$ cat src/rtl/am_scan_ctrl.sv
// am_scan_ctrl: seek/scan controller that steps the NCO across a channel grid and locks to the strongest channel.
// Optional squelch feature enabled by defining AM_SCAN_SQUELCH_EN.
module am_scan_ctrl #(
  parameter int PHASE_W      = 26,
  parameter int CH_W         = 7,
  parameter int SETTLE_TICKS = 16,
  parameter int MEAS_LOG2    = 6
) (
  input  logic               CLK,
  input  logic               RST,
  input  logic               start,
  input  logic               abort,
  input  logic [PHASE_W-1:0] base_inc,
  input  logic [PHASE_W-1:0] step_inc,
  input  logic [CH_W-1:0]    num_ch,
  input  logic [PHASE_W-1:0] manual_inc,
  input  logic               manual_load,
  input  logic               sample_tick,
  input  logic [15:0]        sample_in,
`ifdef AM_SCAN_SQUELCH_EN
  input  logic [15:0]        squelch_lvl,
  output logic               no_signal,
`endif
  output logic [PHASE_W-1:0] phase_inc,
  output logic               flush,
  output logic               busy,
  output logic               done,
  output logic [CH_W-1:0]    best_ch,
  output logic [15:0]        best_level
);

  localparam int ACC_W   = 16 + MEAS_LOG2;
  localparam int MEAS_N  = 1 << MEAS_LOG2;
  localparam int CNT_MAX = (SETTLE_TICKS > MEAS_N) ? SETTLE_TICKS : MEAS_N;
  localparam int CNT_W   = $clog2(CNT_MAX + 1);
  localparam logic [CNT_W-1:0] SETTLE_LAST = CNT_W'(SETTLE_TICKS - 1);
  localparam logic [CNT_W-1:0] MEAS_LAST   = CNT_W'(MEAS_N - 1);

  typedef enum logic [2:0] {
    IDLE,
    TUNE,
    SETTLE,
    MEASURE,
    COMPARE,
    LOCK
  } state_t;

  state_t             state, state_nxt;
  logic [PHASE_W-1:0] phase_inc_nxt;
  logic               flush_nxt;
  logic               busy_nxt;
  logic               done_nxt;
  logic [CH_W-1:0]    best_ch_nxt;
  logic [15:0]        best_level_nxt;
  logic [CH_W-1:0]    cur_ch, cur_ch_nxt;
  logic [PHASE_W-1:0] cur_inc, cur_inc_nxt;
  logic [PHASE_W-1:0] best_inc, best_inc_nxt;
  logic [PHASE_W-1:0] saved_inc, saved_inc_nxt;
  logic [CNT_W-1:0]   tick_cnt, tick_cnt_nxt;
  logic [ACC_W-1:0]   acc, acc_nxt;
  logic [15:0]        lvl;
  logic               last_ch;
  logic               squelched;
  logic [PHASE_W-1:0] lock_inc;
`ifdef AM_SCAN_SQUELCH_EN
  logic               no_signal_nxt;
`endif

  // The accumulator holds exactly 2^MEAS_LOG2 samples, so the mean is its top 16 bits.
  assign lvl     = acc[ACC_W-1:MEAS_LOG2];
  assign last_ch = (cur_ch == (num_ch - CH_W'(1)));

`ifdef AM_SCAN_SQUELCH_EN
  assign squelched = (best_level < squelch_lvl);
`else
  assign squelched = 1'b0;
`endif
  assign lock_inc = squelched ? saved_inc : best_inc;

  always_comb begin
    state_nxt      = state;
    phase_inc_nxt  = phase_inc;
    flush_nxt      = 1'b0;
    done_nxt       = 1'b0;
    best_ch_nxt    = best_ch;
    best_level_nxt = best_level;
    cur_ch_nxt     = cur_ch;
    cur_inc_nxt    = cur_inc;
    best_inc_nxt   = best_inc;
    saved_inc_nxt  = saved_inc;
    tick_cnt_nxt   = tick_cnt;
    acc_nxt        = acc;
`ifdef AM_SCAN_SQUELCH_EN
    no_signal_nxt  = no_signal;
`endif

    case (state)
      IDLE: begin
        if (start) begin
          if (num_ch == '0) begin
            done_nxt = 1'b1;
          end else begin
            saved_inc_nxt  = phase_inc;
            cur_ch_nxt     = '0;
            cur_inc_nxt    = base_inc;
            best_inc_nxt   = base_inc;
            best_ch_nxt    = '0;
            best_level_nxt = '0;
`ifdef AM_SCAN_SQUELCH_EN
            no_signal_nxt  = 1'b0;
`endif
            state_nxt      = TUNE;
          end
        end else if (manual_load) begin
          phase_inc_nxt = manual_inc;
          flush_nxt     = 1'b1;
        end
      end

      TUNE: begin
        phase_inc_nxt = cur_inc;
        flush_nxt     = 1'b1;
        tick_cnt_nxt  = '0;
        state_nxt     = SETTLE;
      end

      SETTLE: begin
        if (sample_tick) begin
          if (tick_cnt == SETTLE_LAST) begin
            tick_cnt_nxt = '0;
            acc_nxt      = '0;
            state_nxt    = MEASURE;
          end else begin
            tick_cnt_nxt = tick_cnt + CNT_W'(1);
          end
        end
      end

      MEASURE: begin
        if (sample_tick) begin
          acc_nxt = acc + ACC_W'(sample_in);
          if (tick_cnt == MEAS_LAST) begin
            state_nxt = COMPARE;
          end else begin
            tick_cnt_nxt = tick_cnt + CNT_W'(1);
          end
        end
      end

      COMPARE: begin
        // Strict compare keeps the lowest-index channel on ties.
        if (lvl > best_level) begin
          best_level_nxt = lvl;
          best_ch_nxt    = cur_ch;
          best_inc_nxt   = cur_inc;
        end
        if (last_ch) begin
          state_nxt = LOCK;
        end else begin
          cur_ch_nxt  = cur_ch + CH_W'(1);
          cur_inc_nxt = cur_inc + step_inc;
          state_nxt   = TUNE;
        end
      end

      LOCK: begin
        phase_inc_nxt = lock_inc;
        flush_nxt     = 1'b1;
        done_nxt      = 1'b1;
`ifdef AM_SCAN_SQUELCH_EN
        no_signal_nxt = squelched;
`endif
        state_nxt     = IDLE;
      end

      default: begin
        state_nxt = IDLE;
      end
    endcase

    // Abort overrides whatever the active state wanted and restores the pre-scan tuning.
    if ((state != IDLE) && abort) begin
      state_nxt      = IDLE;
      phase_inc_nxt  = saved_inc;
      flush_nxt      = 1'b1;
      done_nxt       = 1'b0;
      best_ch_nxt    = best_ch;
      best_level_nxt = best_level;
      best_inc_nxt   = best_inc;
`ifdef AM_SCAN_SQUELCH_EN
      no_signal_nxt  = no_signal;
`endif
    end

    busy_nxt = (state_nxt != IDLE);
  end

  always_ff @(posedge CLK or posedge RST) begin
    if (RST) begin
      state <= IDLE;
    end else begin
      state <= state_nxt;
    end
  end

  always_ff @(posedge CLK or posedge RST) begin
    if (RST) begin
      phase_inc  <= '0;
      flush      <= 1'b0;
      busy       <= 1'b0;
      done       <= 1'b0;
      best_ch    <= '0;
      best_level <= '0;
      cur_ch     <= '0;
      cur_inc    <= '0;
      best_inc   <= '0;
      saved_inc  <= '0;
      tick_cnt   <= '0;
      acc        <= '0;
`ifdef AM_SCAN_SQUELCH_EN
      no_signal  <= 1'b0;
`endif
    end else begin
      phase_inc  <= phase_inc_nxt;
      flush      <= flush_nxt;
      busy       <= busy_nxt;
      done       <= done_nxt;
      best_ch    <= best_ch_nxt;
      best_level <= best_level_nxt;
      cur_ch     <= cur_ch_nxt;
      cur_inc    <= cur_inc_nxt;
      best_inc   <= best_inc_nxt;
      saved_inc  <= saved_inc_nxt;
      tick_cnt   <= tick_cnt_nxt;
      acc        <= acc_nxt;
`ifdef AM_SCAN_SQUELCH_EN
      no_signal  <= no_signal_nxt;
`endif
    end
  end

endmodule

$ cat config.mk
export PLATFORM = sky130hd
export DESIGN_NAME = am_scan_ctrl
export DESIGN_NICKNAME = d
export VERILOG_FILES = /design/src/rtl/am_scan_ctrl.sv
export SDC_FILE = /design/constraint.sdc
export NUM_CORES = 1
export LEC_CHECK = 0
export BUFFER_PORTS_ARGS = -buffer_cell sky130_fd_sc_hd__buf_2
export CORE_ASPECT_RATIO = 1.75
export CORE_MARGIN = 3
export CORE_UTILIZATION = 52
export DETAILED_ROUTE_END_ITERATION = 6
export GPL_ROUTABILITY_DRIVEN = 0
export PLACE_DENSITY = 0.77
export SETUP_SLACK_MARGIN = 0.02
export SYNTH_ARGS = -nofsm -noshare
export SYNTH_HDL_FRONTEND = slang
export SYNTH_SLANG_ARGS = --single-unit
$ cat constraint.sdc
create_clock -name CLK -period 5.1 [get_ports CLK]
set_input_delay 0.765 -clock CLK [delete_from_list [all_inputs] [get_ports CLK]]
set_output_delay 0.765 -clock CLK [all_outputs]
set_load 0.01 [all_outputs]
==> impl_results.md <==
* YS warnings at 0
* Die Ht at 193 microns
* Number of global-route vias before repair at 9421
* Die area at 21800 sq um
* Finished Layout Cells at 1581
* Routed wire per std cell at 18.2 microns
* Initial Utilization at 0.535
* Diode count at 0
* Hold-fix buffers, CTS at 0
* Syn_area_per_cell at 8.72 sq um
* Top-count cell post-synth: nand2_1
* H-tree Lvls at 4
* Detailed-route via count at 9254
* Normalized max-slew margin at 0.218
* Sequential-to-total area share from yosys stat at 0.406
* Final WS setup at 1.93 ns
* Total global routing overflow at 0
* I/O pin count at 159
* Cts bufs inserted at 17
* Die X at 113 microns
* Post-DP HPWL at 20.8 mm
* PD cells at 536 nW/um^2
* Reg2reg path depth at 9
* First-pass GRT wire length at 46.4 mm
* Max Cap Viol at 0
* CP Class: in -> reg
* Final period util at 0.621
* Post-synth cell types at 64
* Hold Crit Class: in -> async
* Reg-to-reg critical path endpoint: acc[19]
* Cell Area, Synth at 10400 sq um
* Core area at 19400 sq um
* Fin. max-slew vios at 0
* Postcts setup bufs at 0
* Post-synth top cells: nand2_1, dfrtp_1, o21ai_0
* Initial DRC Count at 584
* Post-synth top flop: dfrtp_1
* Leakage at 0.00562 uW
* Worst VDD drop at 0.000335 V
* CTS tree: done
* Largest net degree at the start of global routing at 85
* Clock transition at the registers of the reported paths at 0.07 ns
* Row cnt at 67
* Yosys top cell area share at 0.406
* CTS sink count at 169
* Placed cell areas at 11400 sq um
* Async SR Flop Fraction at 1.00
* Clock Path Buffers at 2
* Initial antenna violation count at 0
* RSZ-0062 raised after global routing: no
* Root Driver: clkbuf_16
* Power Total at 6450 uW
* Total GRT Usage at 0.265
* DRC violations left at 0
* Reg2Reg Launch Point: acc[1]
* Placed cell count at 1549
* Flop2flop setup slack at 1.96 ns
* Skew final at 0.00982 ns
* Via density at 5.85
* WL final at 28.8 mm
* Fin nets at 1497
* Worst-Skew Late Latency at 0.44 ns
* CP required at 5.46 ns
* Fmax at 0.316 GHz
* Minimum clock period at 3.17 ns
* Setup Viol. Count Final at 0
* Cells after synthesis at 1194
* Syn nets at 1364
* Final hold violations at 0
* Outcome: finished clean
* EDFF count, synth at 0
* Worst Max-Slew Pin Slew at 1.17 ns
* Startpoint Class: primary input
* Fin area at 12000 sq um
* I/O Buffers at 158
* Pre-CTS setup slack at 1.62 ns
* Biggest area consumer among synthesized cells: dfrtp_1
* Pre-Repair DR Iteration Count at 5
* Post-route ant nets at 0
* # resized after CTS at 0
* Ranking of synthesized cells by area: dfrtp_1, nand2_1, ha_1, mux2i_1, o21ai_0
* CP endpoint kind: flop
* Syn-to-layout area delta at 15.6%
* Setup TNS at 0 ns
* Share of layout cells above drive strength 1 at 0.184
* Register bit total from synthesis at 169
* WP data arrival at 3.53 ns
* Maximum fanout along the worst path at 3
[area by class of cell]
type | instances | area (sq um)
Sequential cell | 169 | 4230
Tap cell | 241 | 302
Fill cell | 1713 | 7410
Inverter | 39 | 150
Multi-Input combinational cell | 932 | 5840
Clock buffer | 18 | 429
Clock inverter | 14 | 213
Timing Repair Buffer | 168 | 878
[kinds of logic (layout without fill, tap and decap cells)]
| logic type | Yosys count | in the layout | synth area share |
|---|---|---|---|
| AND/OR/NAND/NOR | 450 | 450 | 0.184 |
| AO/OA/AOI/OAI | 294 | 294 | 0.178 |
| flip-flops | 169 | 169 | 0.406 |
| buffers and inverters | 93 | 239 | 0.0359 |
| multiplexers | 82 | 82 | 0.0824 |
| adder cells (fa/ha/maj) | 63 | 63 | 0.0771 |
| XOR/XNOR | 43 | 43 | 0.0362 |
[registers in the layout, indices dropped and copies added, names as in the netlist]
| name | flops |
|---|---|
| best_ch | 7 |
| cur_ch | 7 |
| phase_inc | 26 |
| best_level | 16 |
| busy | 1 |
| state | 3 |
| acc | 22 |
| best_inc | 26 |
| saved_inc | 26 |
| tick_cnt | 7 |
| cur_inc | 26 |
| done | 1 |
| flush | 1 |
[layout by cell type, fill, tap and decap left out, types with 26 or more instances in the layout]
master    Yosys  layout
inv_1        39      38
mux2_2       26      26
nand2_1     282     282
ha_1         61      61
mux2i_1      55      55
a21oi_1      72      72
dfrtp_1     169     168
a211oi_1     35      35
o21ai_0      83      83
nor2_1       77      75
buf_2         5     158
[metrics by stage]
step	hold slack, ns	util
2_1_floorplan	0.446	-
3_3_place_gp	0.459	0.586
3_5_place_dp	0.463	0.586
4_1_cts	0.461	0.619
5_1_grt	0.505	0.619
6_report	0.455	0.619
[critical path: stages]
cell	delay (ns)
buf_2	0.12
ha_1	0.30
a211o_1	0.31
a2111oi_0	0.68
o21a_1	0.23
o32ai_1	0.16
o41ai_1	0.51
nor2_1	0.12
nand4_1	0.14
mux2i_1	0.19
[where the power goes]
group | internal [uW] | switching, uW | total (uW) | leakage (uW)
registers | 1820 | 413 | 2230 | 0.00212
logic | 1160 | 1630 | 2800 | 0.00318
clock network | 836 | 588 | 1420 | 0.000312
[how the worst max path moves through the flow]
| stage | from | to | slack (ns) | cells after the start |
|---|---|---|---|---|
| 2_1_floorplan | step_inc[0] | cur_inc[22] | 2.03 | 11 |
| 3_3_place_gp | sample_in[0] | acc[20] | 1.70 | 11 |
| 3_5_place_dp | sample_in[0] | acc[20] | 1.62 | 11 |
| 4_1_cts | sample_in[1] | acc[19] | 2.03 | 10 |
| 5_1_grt | cur_inc[0] | cur_inc[22] | 1.72 | 11 |
| 6_report | sample_in[1] | acc[19] | 1.93 | 10 |
[metal layers]
| metal | wire length (microns) | vias to the layer above | track usage |
|---|---|---|---|
| met2 | 14800 | 293 | 0.465 |
| met5 | 0 | - | 0 |
| li1 | - | 4451 | - |
| met3 | 1160 | 79 | 0.0410 |
| met1 | 10900 | 4431 | 0.295 |
| met4 | 1940 | 0 | 0.165 |
(Power assumes the default switching activity.)
